## src/rtl/line_encoder.sv

```systemverilog
`timescale 1ns/1ps
// line_encoder: renders normalized light-grid instructions back into ASCII text lines.
// Optional LINE_ENCODER_EOF_EN: remember an end_of_file pulse and emit one 0x04 byte once idle.
module line_encoder #(
    parameter int INSTRUCTION_WIDTH   = 52,
    parameter int OUTBOUND_DATA_WIDTH = 8
) (
    input  logic                           clk,
    input  logic                           reset,
    input  logic                           instr_valid,
    output logic                           instr_ready,
    input  logic [INSTRUCTION_WIDTH-1:0]   instr_data,
    input  logic                           end_of_file,
    output logic                           outbound_valid,
    input  logic                           outbound_ready,
    output logic [OUTBOUND_DATA_WIDTH-1:0] outbound_data,
    output logic                           format_error
);
    typedef enum logic [2:0] {IDLE, CONVERT, PREFIX, NUM, SEP, NEWLINE, EOT} state_t;

    state_t      state, state_nxt;
    logic        live;
    logic [1:0]  op;
    logic [11:0] bin [4];
    logic [15:0] bcd [4];
    logic [3:0]  cnt, cnt_nxt;
    logic [1:0]  fld, fld_nxt;
    logic        eof_pend;
    logic        accept, fire;
    logic [7:0]  byte_c;
    logic [15:0] bcd_sel;
    logic [2:0]  ndig, pos;
    logic [3:0]  plen;
    logic [1:0]  unused_bits;

    assign unused_bits = instr_data[1:0];

    // One double-dabble iteration: add-3 correction on every BCD nibble, then shift in the next bit.
    function automatic logic [27:0] dd_step(input logic [15:0] b, input logic [11:0] v);
        logic [15:0] a;
        a = b;
        for (int i = 0; i < 4; i++)
            if (a[i*4 +: 4] >= 4'd5) a[i*4 +: 4] = a[i*4 +: 4] + 4'd3;
        return {a[14:0], v, 1'b0};
    endfunction

    function automatic logic [7:0] prefix_char(input logic [1:0] o, input logic [3:0] i);
        logic [71:0] s;
        case (o)
            2'b00:   s = "turn off ";
            2'b01:   s = {"turn on ", 8'h00};
            default: s = {"toggle ", 16'h0000};
        endcase
        s = s << {i, 3'b000};
        return s[71:64];
    endfunction

    function automatic logic [7:0] through_char(input logic [3:0] i);
        logic [71:0] s;
        s = " through ";
        s = s << {i, 3'b000};
        return s[71:64];
    endfunction

    always_ff @(posedge clk) begin
        if (reset) begin
            state        <= IDLE;
            cnt          <= 4'd0;
            fld          <= 2'd0;
            live         <= 1'b0;
            format_error <= 1'b0;
        end else begin
            state        <= state_nxt;
            cnt          <= cnt_nxt;
            fld          <= fld_nxt;
            live         <= 1'b1;
            format_error <= accept && (instr_data[51:50] == 2'b11);
        end
    end

    always_ff @(posedge clk) begin
        if (accept) begin
            op     <= instr_data[51:50];
            bin[0] <= instr_data[49:38];
            bin[1] <= instr_data[37:26];
            bin[2] <= instr_data[25:14];
            bin[3] <= instr_data[13:2];
            for (int i = 0; i < 4; i++) bcd[i] <= 16'd0;
        end else if (state == CONVERT) begin
            for (int i = 0; i < 4; i++) {bcd[i], bin[i]} <= dd_step(bcd[i], bin[i]);
        end
    end

`ifdef LINE_ENCODER_EOF_EN
    always_ff @(posedge clk) begin
        if (reset)
            eof_pend <= 1'b0;
        else if (end_of_file)
            eof_pend <= 1'b1;
        else if (state_nxt == EOT && state != EOT)
            eof_pend <= 1'b0;
    end
`else
    logic unused_eof;
    assign unused_eof = end_of_file;
    assign eof_pend   = 1'b0;
`endif

    assign instr_ready = (state == IDLE) && live;
    assign bcd_sel     = bcd[fld];
    assign ndig        = (bcd_sel[15:12] != 4'd0) ? 3'd4 :
                         (bcd_sel[11:8]  != 4'd0) ? 3'd3 :
                         (bcd_sel[7:4]   != 4'd0) ? 3'd2 : 3'd1;
    assign pos         = ndig - 3'd1 - cnt[2:0];
    assign plen        = (op == 2'b00) ? 4'd9 : (op == 2'b01) ? 4'd8 : 4'd7;

    always_comb begin
        outbound_valid = 1'b0;
        byte_c         = 8'h00;
        case (state)
            PREFIX:  begin outbound_valid = 1'b1; byte_c = prefix_char(op, cnt); end
            NUM:     begin outbound_valid = 1'b1; byte_c = 8'h30 + {4'd0, bcd_sel[{pos[1:0], 2'b00} +: 4]}; end
            SEP:     begin outbound_valid = 1'b1; byte_c = (fld == 2'd1) ? through_char(cnt) : 8'h2C; end
            NEWLINE: begin outbound_valid = 1'b1; byte_c = 8'h0A; end
            EOT:     begin outbound_valid = 1'b1; byte_c = 8'h04; end
            default: ;
        endcase
    end

    assign outbound_data = OUTBOUND_DATA_WIDTH'(byte_c);

    always_comb begin
        state_nxt = state;
        cnt_nxt   = cnt;
        fld_nxt   = fld;
        accept    = instr_valid && instr_ready;
        fire      = outbound_valid && outbound_ready;
        case (state)
            IDLE: begin
                if (accept) begin
                    if (instr_data[51:50] != 2'b11) begin
                        state_nxt = CONVERT;
                        cnt_nxt   = 4'd0;
                    end
                end else if (eof_pend) begin
                    state_nxt = EOT;
                end
            end
            CONVERT: begin
                if (cnt == 4'd11) begin
                    state_nxt = PREFIX;
                    cnt_nxt   = 4'd0;
                end else begin
                    cnt_nxt = cnt + 4'd1;
                end
            end
            PREFIX: if (fire) begin
                if (cnt == plen - 4'd1) begin
                    state_nxt = NUM;
                    cnt_nxt   = 4'd0;
                    fld_nxt   = 2'd0;
                end else begin
                    cnt_nxt = cnt + 4'd1;
                end
            end
            NUM: if (fire) begin
                if (cnt[2:0] == ndig - 3'd1) begin
                    cnt_nxt   = 4'd0;
                    state_nxt = (fld == 2'd3) ? NEWLINE : SEP;
                end else begin
                    cnt_nxt = cnt + 4'd1;
                end
            end
            SEP: if (fire) begin
                if (fld != 2'd1 || cnt == 4'd8) begin
                    state_nxt = NUM;
                    cnt_nxt   = 4'd0;
                    fld_nxt   = fld + 2'd1;
                end else begin
                    cnt_nxt = cnt + 4'd1;
                end
            end
            NEWLINE: if (fire) state_nxt = eof_pend ? EOT : IDLE;
            EOT:     if (fire) state_nxt = IDLE;
            default: state_nxt = IDLE;
        endcase
    end
endmodule
```

## config.mk

```make
export PLATFORM = sky130hd
export DESIGN_NAME = line_encoder
export DESIGN_NICKNAME = d
export VERILOG_FILES = /design/src/rtl/line_encoder.sv
export SDC_FILE = /design/constraint.sdc
export NUM_CORES = 1
export LEC_CHECK = 0
export CORE_MARGIN = 4
export CORE_UTILIZATION = 38
export DETAILED_ROUTE_END_ITERATION = 12
export GPL_TIMING_DRIVEN = 0
export SLEW_MARGIN = 20
export SYNTH_ARGS = -nofsm -noshare
export SYNTH_HDL_FRONTEND = slang
export SYNTH_SLANG_ARGS = --single-unit
```

## constraint.sdc

```tcl
create_clock -name clk -period 3.2 [get_ports clk]
set_clock_uncertainty 0.2 [all_clocks]
set_input_delay 0.48 -clock clk [delete_from_list [all_inputs] [get_ports clk]]
set_output_delay 0.48 -clock clk [all_outputs]
set_load 0.01 [all_outputs]
```

Word level (Yosys, flattened, before mapping). Cells that the tools add are included.

$lt $le $gt $ge: 17. Equality and inequality tests: 26. Reductions and logical operators: 18. Shift-type cells: 3. Add/sub/neg operators: 22. Mux-type cells: 59. Bitwise gates (word level): 1.

Operators with widths (count): 61-bit case mux with 2 select lines (1); 48-bit 2-to-1 mux (2); 4-bit 2-to-1 mux (23); 72-bit 2-to-1 mux (1); 70-bit by 7-bit left shift with 72-bit output, first input constant (1); 72-bit by 7-bit left shift with 72-bit output (1); 4-bit by 3-bit greater-or-equal comparator with 1-bit output, second input constant (16); 4-bit by 2-bit adder with 4-bit output, second input constant (12); 3-bit 2-to-1 mux (15); 8-bit case mux with 5 select lines (1); 16-bit binary-select mux with 2-bit select (1); 16-bit 2-to-1 mux (2); 4-bit case mux with 5 select lines (1); 3-bit case mux with 6 select lines (1); 2-bit inequality test, second input constant (8); 16-bit by 5-bit variable part select with 4-bit output (1); 3-bit by 2-bit adder with 3-bit output, second input constant (4); 2-bit 2-to-1 mux (6); 4-bit nonzero test (3); 10-bit AND reduction (1); 3-bit equality test, second input constant (3); 4-bit equality test, second input constant (2); 8-bit 2-to-1 mux (1); 2-bit by 1-bit inequality test with 1-bit output, second input constant (4); 26 further kinds (35).

Bits of input ports: 57. Register bits: 125. Logic and storage cells: 160.

Depth between registers and ports, before layout. Gate-level depths: netlist of the first run.

Depth in word-level cells: 13. Mapped depth: 9.

Worst setup path before layout of the first run. Ideal clock, no wire load.

Path kind: reg-to-reg. Start: register state[1]. End: register bin[0] in the netlist's numbering (enable). Clock period less this slack: 3.443 ns. Data arrival time: 2.837 ns. Library setup time: 0.406 ns. Buffers on the path: 1. Cell stages (with the launch flop): 5. Slack: -0.243 ns. Cell sequence: dfxtp_1 -> nor4b_1 -> nand2_1 -> clkbuf_1 -> nand2_1.

Word-level cells in the longest chain between the ends: 4. Elaborated cells between the ends (all ways): 5. Those cells by class: eq/ne (1); reduce/logical (4).

RTL lines: start, declared (line 21) `state_t state, state_nxt;`; start signal, assigned (line 73) `state <= state_nxt;`; 3-bit zero test (line 109) `assign instr_ready = (state == IDLE) && live;`; 1-bit logical AND (line 109); named net instr_ready (line 11) `output logic instr_ready,`; 1-bit logical AND (line 136) `accept = instr_valid && instr_ready;`; 2-bit nonzero test (no source line); end, declared (line 24) `logic [11:0] bin [4];`.

The timed path passes the listed nets, and every way through them passes these cells. A chain may end at the register's enable or synchronous reset.

Worst setup path in the final report of the first run.
Start: register fld[0]. End: output outbound_data[3].

Word-level cells in the longest chain between the ends: 13. Elaborated cells between the ends (all ways): 17. Those cells by class: add/sub (3); eq/ne (1); shift (1); mux (8); bitwise (1); reduce/logical (3).

RTL lines: start, declared (line 27) `logic [1:0] fld, fld_nxt;`; start signal, assigned (line 75) `fld <= fld_nxt;`; 2-bit inverter with 3-bit output (not written as such) (line 110) `assign bcd_sel = bcd[fld];`; 16-bit binary-select mux with 2-bit select (line 110); 16-bit 2-to-1 mux (not written as such) (2 in a row) (line 110); 4-bit nonzero test (line 113) `(bcd_sel[7:4] != 4'd0) ? 3'd2 : 3'd1;`; 2-bit 2-to-1 mux (line 113); 2-bit 2-to-1 mux (line 112) `(bcd_sel[11:8] != 4'd0) ? 3'd3 :`; 3-bit 2-to-1 mux (line 111) `assign ndig = (bcd_sel[15:12] != 4'd0) ? 3'd4 :`; 3-bit by 1-bit subtractor with 3-bit output; 2-bit subtractor (line 114) `assign pos = ndig - 3'd1 - cnt[2:0];`; 16-bit by 5-bit variable part select with 4-bit output (line 122) `NUM: begin outbound_valid = 1'b1; byte_c = 8'h30 + {4'd0, bcd_sel[{pos[1:0], 2'b00} +: 4]}; end`; 6-bit by 4-bit adder with 7-bit output (line 122); 8-bit case mux with 5 select lines (*) (line 120) `case (state)`; end, declared (line 16) `output logic [OUTBOUND_DATA_WIDTH-1:0] outbound_data,`.

Every way passes the cells marked *; elsewhere a longest branch is shown, timed or not. The select of a mux whose other input is x is not followed.

==> results of run 1 <==
## state kept, by name, summed over array words and instances (netlist names)
signal        flops
bcd              64
bin              48
cnt               4
state             3
fld               2
op                2
format_error      1
live              1
## area by class of cell
type / instances / share of cell area
multi-input combinational: 640 / 0.443
sequential: 125 / 0.322
timing repair buffer: 88 / 0.0917
clock buffer: 18 / 0.0460
tap: 260 / 0.0349
buffer: 47 / 0.0276
inverter: 43 / 0.0178
clock inverter: 14 / 0.0169
## where the power goes
part / total [W] / internal (W) / switching (W)
logic: 0.00252 / 0.000971 / 0.00155
registers: 0.00249 / 0.00221 / 0.000275
clock network: 0.00195 / 0.00116 / 0.000789
total: 0.00696 / 0.00434 / 0.00262
## stage by stage
step	std cells	total power (W)
after global placement	1181	0.00473
final	1235	0.00696
after CTS	1231	0.00690
after floorplan	858	0.00400
after global routing	1235	0.00740
after detailed placement	1182	0.00477
## final timing paths
kind	slack (ns)	from	endpoint
max reg2reg	-0.20	fld[0]	state[2]
min reg2reg	0.24	bin[11]	bcd[0]
min	0.24	bin[11]	bcd[0]
max	-0.90	fld[0]	outbound_data[3]
## per-layer routing
| layer | vias to the layer above | wire length (um) |
|---|---|---|
| met5 | - | 0 |
| met4 | 0 | 403 |
| met3 | 31 | 1000 |
| met2 | 180 | 9450 |
| met1 | 3135 | 9130 |
| li1 | 3246 | - |
## placed cells by master (no fill, tap or decap), types with 6 or more instances in the layout
cell type / instances
ha_1: 44
buf_2: 6
clkbuf_16: 17
nor3b_1: 14
nand3_1: 66
clkbuf_2: 6
xnor2_1: 16
clkdlybuf4s50_1: 59
nand2_1: 163
a21oi_1: 72
edfxtp_1: 50
dfxtp_1: 74
nand2b_1: 17
inv_1: 41
mux4_2: 15
o21ai_0: 85
nor2_1: 47
buf_4: 19
clkbuf_1: 30
buf_6: 10
## worst max-delay path: cells and delay by family, from the launching register on
family | cells | cell delay (ns)
flops | 1 | 0.37
mux | 1 | 0.52
buf+inv | 4 | 0.53
simple gates | 2 | 0.98
compound gates | 3 | 0.59
## logic make-up (layout without fill, tap and decap cells)
kind of cell | after synthesis | after routing | share of synthesized area
and+or+nand+nor | 346 | 346 | 0.216
AOI/OAI and AO/OA | 208 | 208 | 0.164
DFF | 125 | 125 | 0.405
buffers and inverters | 93 | 210 | 0.0557
adders and majority gates | 45 | 45 | 0.0760
muxes | 23 | 23 | 0.0618
xor gates and xnor gates | 17 | 17 | 0.0201
other | 1 | 1 | 0.000506
## timing repair
| action | in CTS | in global routing |
|---|---|---|
| setup endpoints to repair | 60 | 40 |
| pin swaps | 9 | 8 |
| gates cloned | 1 | 0 |
| resized for setup | 48 | 27 |
| buffers inserted | 18 | 5 |
==> results.md, run 1 <==
* Final Core Density at 0.492
* Chip width at 148 um
* Leakage at 3.58 nW
* Ranking of synthesized cells by area: dfxtp_1 (20%), edfxtp_1 (20%), nand2_1 (8.3%)
* Async SR Flop Fraction at 0
* Worst path max stage delay at 0.58 ns
* Status: finished, violations left
* Synthesis-stage register bit count at 125
* Multi-input gate area at 4130 um2
* Worst Setup Start Kind: flip-flop
* Setup TNS at -4.03 ns
* Worst-skew pair later-pin latency at 0.42 ns
* CTS Sinks at 125
* DRT Pass-1 Iters at 5
* Worst hold path depth at 2
* Placement Setup Slack at -0.991 ns
* P&R area growth vs syn at 26.0%
* Crit path required time at 2.52 ns
* Synth top cells by count: nand2_1 (164), o21ai_0 (86), dfxtp_1 (75)
* Worst slew pin tran at 0.626 ns
* I/O pins at 68
* GRT busiest layer: met2
* Clock root buffer: clkbuf_16
* Critical path endpoint category: output pin
* Met2 Use GR at 0.294
* Synth Flop Type: dfxtp_1
* Total core area at 19000 um2
* Via count at 6592
* Routability cong. at 0.908
* Grt ovf at 0
* Vias in the first global route at 6285
* Setup WS post-layout at -0.905 ns
* Max_cap viols at 0
* Max Slew Vio Count at 0
* Drt wl/cell at 16.2 um
* First-pass GRT wire length at 32.4 mm
* Post-synthesis sequential area ratio at 0.405
* Initial antenna violation count at 0
* Register area at 3010 um2
* Max Freq at 0.244 GHz
* Hold Fails Final Rpt at 0
* DRC viols at 0
* GRT Resource Usage Total at 0.185
* Depth of the most critical reg-to-reg path at 11
* Avg Cell Area, Syn at 8.63 um2
* Tcrit/Tclk final at 1.28
* Number of diodes at 0
* Design Area, Final at 9330 um2
* Cell Area, Placed at 8380 um2
* YS warnings at 0
* Longest Clk Path Bufs at 2
* Antenna-violating nets left at 0
* Cells after Synth at 858
* Drt total wl at 20.0 mm
* Met3 Usage GRT at 0.0411
* Crit-path max FO at 6
* Worst slew margin at 0.582
* Hold buffers post-CTS at 0
* Final setup viols at 9
* Cell repeated most along the worst path: buf_12
* Global-route track usage on met1 at 0.248
* Initial core utilization at 0.391
* Area leader, netlist: dfxtp_1
* Total die area at 21800 um2
* Post-synth EDFFs at 50
* Yosys top cell area share at 0.203
* Slowest-stage cell, CP: or4_4
* Syn Std Cell Area at 7410 um2
* Worst vdd ir at 394 uV
* TritonCTS clock tree: done
* Filler cells at 1825
* Failing checks: setup timing
* Via/cell ratio at 5.34
* CP arrival at 3.42 ns
* Hold crit path type: flip-flop to flip-flop
* RSZ-0062 raised after global routing: true
* Tmin final at 4.10 ns
* Critical path class: flip-flop to output pin
* Critical Path, Cell by Cell: buf_12 -> buf_12 -> mux4_2 -> or4_4 -> or3_4 -> a211oi_4 -> buf_6 -> a221o_1 -> o211a_1 -> buf_2
* CTS clk-pin slew, worst paths at 0.06 ns
* Pin count of the biggest net entering global routing at 49
* Initial drt markers at 404
* Most common cell in the netlist: nand2_1
* Share of cells above drive strength 1 at 0.128
* Nets at 1064
* Power Density at 746 nW/um2
* Half-perimeter wire length after placement at 14.4 mm
* DIE HEIGHT at 148 um
* Row count at 50
* Mapped Nets at 960
* Distinct cells, synth at 64
* Htree depth at 4
* PortBufs at 63
* Worst Hold Slack at 0.243 ns
* Num CTS Buffers at 17
Power figures use the tool's default switching activity.
==> inputs of run 2 (changes only) <==
- clock period: 3.2 -> 4.35 ns (I/O delays scaled with it)
==> run 2 against run 1 <==
- the flow now finishes without violations
- total power shrank 27%
- largest cell class unchanged
- register-to-register slack gained 1.1 ns
- global-route usage down 0.27 points
- utilization down 0.75 points
- critical endpoint unchanged
- combinational power fell by 27%
- non-clock buffer count decreased by 3
- critical path depth is the same
- cell area shrank 1.5%
==> results.md, run 2 (synthesized netlist as in run 1, its figures left out) <==
* Int Power at 0.00314 W (-28%)
* Power Density at 552 nW/um2 (-26%)
* Comb pwr share at 0.361 (-0.002)
* Max_cap viols at 0 (unchanged)
* Max Slew Vio Count at 0 (unchanged)
* Chip width at 148 um (unchanged)
* TritonCTS clock tree: done
* Half-perimeter wire length after placement at 14.3 mm (-0.70%)
* Pin count of the biggest net entering global routing at 19 (-61%)
* Worst Hold Slack at 0.245 ns (+0.00145 ns)
* Critical path endpoint category: output pin
* Critical path class: flip-flop to output pin
* DIE HEIGHT at 148 um (unchanged)
* Most common cell after layout, fill and taps aside: nand2_1
* Total chip power at 0.00507 W (-27%)
* Longest Clk Path Bufs at 2 (unchanged)
* Hold crit path type: flip-flop to flip-flop
* Worst slew pin tran at 0.886 ns (+0.260 ns)
* Tmin final at 4.32 ns
* Max Freq at 0.231 GHz
* Initial drt markers at 517 (+28%)
* Number of diodes at 0 (unchanged)
* Initial core utilization at 0.391 (unchanged)
* Placement Setup Slack at -0.0358 ns (+0.955 ns)
* P&R area growth vs syn at 24.1%
* DP Cell Count at 1184 (+0.17%)
* CP arrival at 3.47 ns (+0.05 ns)
* Hold Fails Final Rpt at 0 (unchanged)
* Biggest register: bcd
* Routability cong. at 0.921 (+1.5%)
* Reg power frac at 0.359 (+0.002)
* Share of cells above drive strength 1 at 0.101 (-0.0274)
* CTS Sinks at 125 (unchanged)
* Total die area at 21800 um2 (unchanged)
* Multi-input gate area at 4060 um2 (-1.8%)
* Final setup viols at 0 (-9)
* Clock share of power at 0.280 (about the same)
* PortBufs at 63 (unchanged)
* Register area at 3000 um2 (about the same)
* Num CTS Buffers at 17 (unchanged)
* Antenna-violating nets left at 0 (unchanged)
* Sw Share at 0.381 (+0.00509)
* Row count at 50 (unchanged)
* Worst slew margin at 0.405 (-0.178)
* Status: finished, final reports clean
* Crit path required time at 3.50 ns (+0.98 ns)
* Worst Setup Start Kind: flip-flop
* Sw Pwr at 0.00193 W (-26%)
* Setup WS post-layout at 0.0262 ns (+0.931 ns)
* Worst-skew pair later-pin latency at 0.43 ns (about the same)
* Initial antenna violation count at 0 (unchanged)
* Most frequent cells in the layout: nand2_1 (163), o21ai_0 (86), dfxtp_1 (74)
* DRT Pass-1 Iters at 6 (+1)
* Drt total wl at 19.8 mm (-0.77%)
* Worst path max stage delay at 0.56 ns (-0.02 ns)
* DRC viols at 0 (unchanged)
* Depth of the most critical reg-to-reg path at 10 (-1)
* Nets at 1061 (-0.28%)
* First-pass GRT wire length at 32.1 mm (-0.98%)
* RSZ-0062 raised after global routing: true
* Via/cell ratio at 5.28 (-1.0%)
* Largest register FFs at 64 (unchanged)
* Vias in the first global route at 6259 (-0.41%)
* Critical Path, Cell by Cell: buf_8 -> buf_4 -> mux4_2 -> or4_4 -> a211oi_4 -> a211oi_4 -> buf_4 -> a221o_1 -> o211a_1 -> buf_6
* Worst hold path depth at 2 (unchanged)
* GRT Resource Usage Total at 0.182 (-0.00265)
* Via count at 6510 (-1.2%)
* Slowest-stage cell, CP: mux4_2
* Htree depth at 4 (unchanged)
* Total core area at 19000 um2 (unchanged)
* Final Non-Filler Cells at 1232 (-0.24%)
* Grt ovf at 0 (unchanged)
* Filler cells at 1825 (unchanged)
* Worst vdd ir at 266 uV (-33%)
* Clock root buffer: clkbuf_16
* Crit-path max FO at 8 (+2)
* CTS clk-pin slew, worst paths at 0.07 ns (about the same)
* I/O pins at 68 (unchanged)
* Drt wl/cell at 16.1 um (-0.53%)
* Leakage at 3.50 nW (-2.2%)
* Biggest regs: bcd x64, bin x48, cnt x4
* Tcrit/Tclk final at 0.994
[run 2: cell count changes in the layout (fill, tap and decap cells not counted), sizes merged]
cell,before,now
inv,49,50
buf,40,36
bufinv,2,1
clkinv,3,4
[run 2: path summary, 6_finish.rpt]
check,to,slack [ns],start
worst min register to register,bcd[16],0.24,bin[23]
worst max-delay path,outbound_data[3],0.03,fld[0]
worst max register to register,state[2],0.87,fld[0]
worst min-delay path,bcd[16],0.24,bin[23]
[run 2: area by class of cell]
cell class              instances  share of cell area
inverters                      43              0.0176
plain buffers                  48              0.0263
repair buffers                 84              0.0892
well taps                     260              0.0354
clock buffers                  17              0.0463
multi-input cells             640               0.442
clock inverters                15              0.0165
flip-flops and latches        125               0.327
[run 2: what timing repair did]
action                     in CTS  in global routing
gates cloned                    0                  0
setup endpoints to repair       4                  4
setup buffers                  13                  5
pin swaps                       4                  6
hold buffers                    0                  0
resized for setup              28                  6
[run 2: routing by layer]
layer	up-vias	share of wire	GRT usage
met5	-	0	0
met4	0	0.018	0.0592
met3	25	0.044	0.0353
met2	159	0.47	0.298
met1	3087	0.47	0.243
li1	3239	-	-
[run 2: worst max-delay path: cells and delay by family (launching register included)]
family / cells / cell delay (ns)
compound gates: 4 / 0.99
buf+inv: 4 / 0.55
flops: 1 / 0.36
mux: 1 / 0.56
simple gates: 1 / 0.56
[run 2: power groups by stage]
stage | Clock [W] | Combinational, W | Sequential [W]
after global placement | 0 | 0.00164 | 0.00185
after global routing | 0.00149 | 0.00204 | 0.00186
after floorplan | 0 | 0.00116 | 0.00178
after CTS | 0.00144 | 0.00180 | 0.00182
final | 0.00142 | 0.00183 | 0.00182
after detailed placement | 0 | 0.00172 | 0.00185
[run 2: through the flow]
stage	instance area (um2)	utilization	TNS, ns
floorplan	7410	-	0
global placement	8360	0.441	-28.11
detailed placement	8430	0.445	-0.0680
CTS	9130	0.482	0
global route	9190	0.485	-0.201
finish	9190	0.485	0
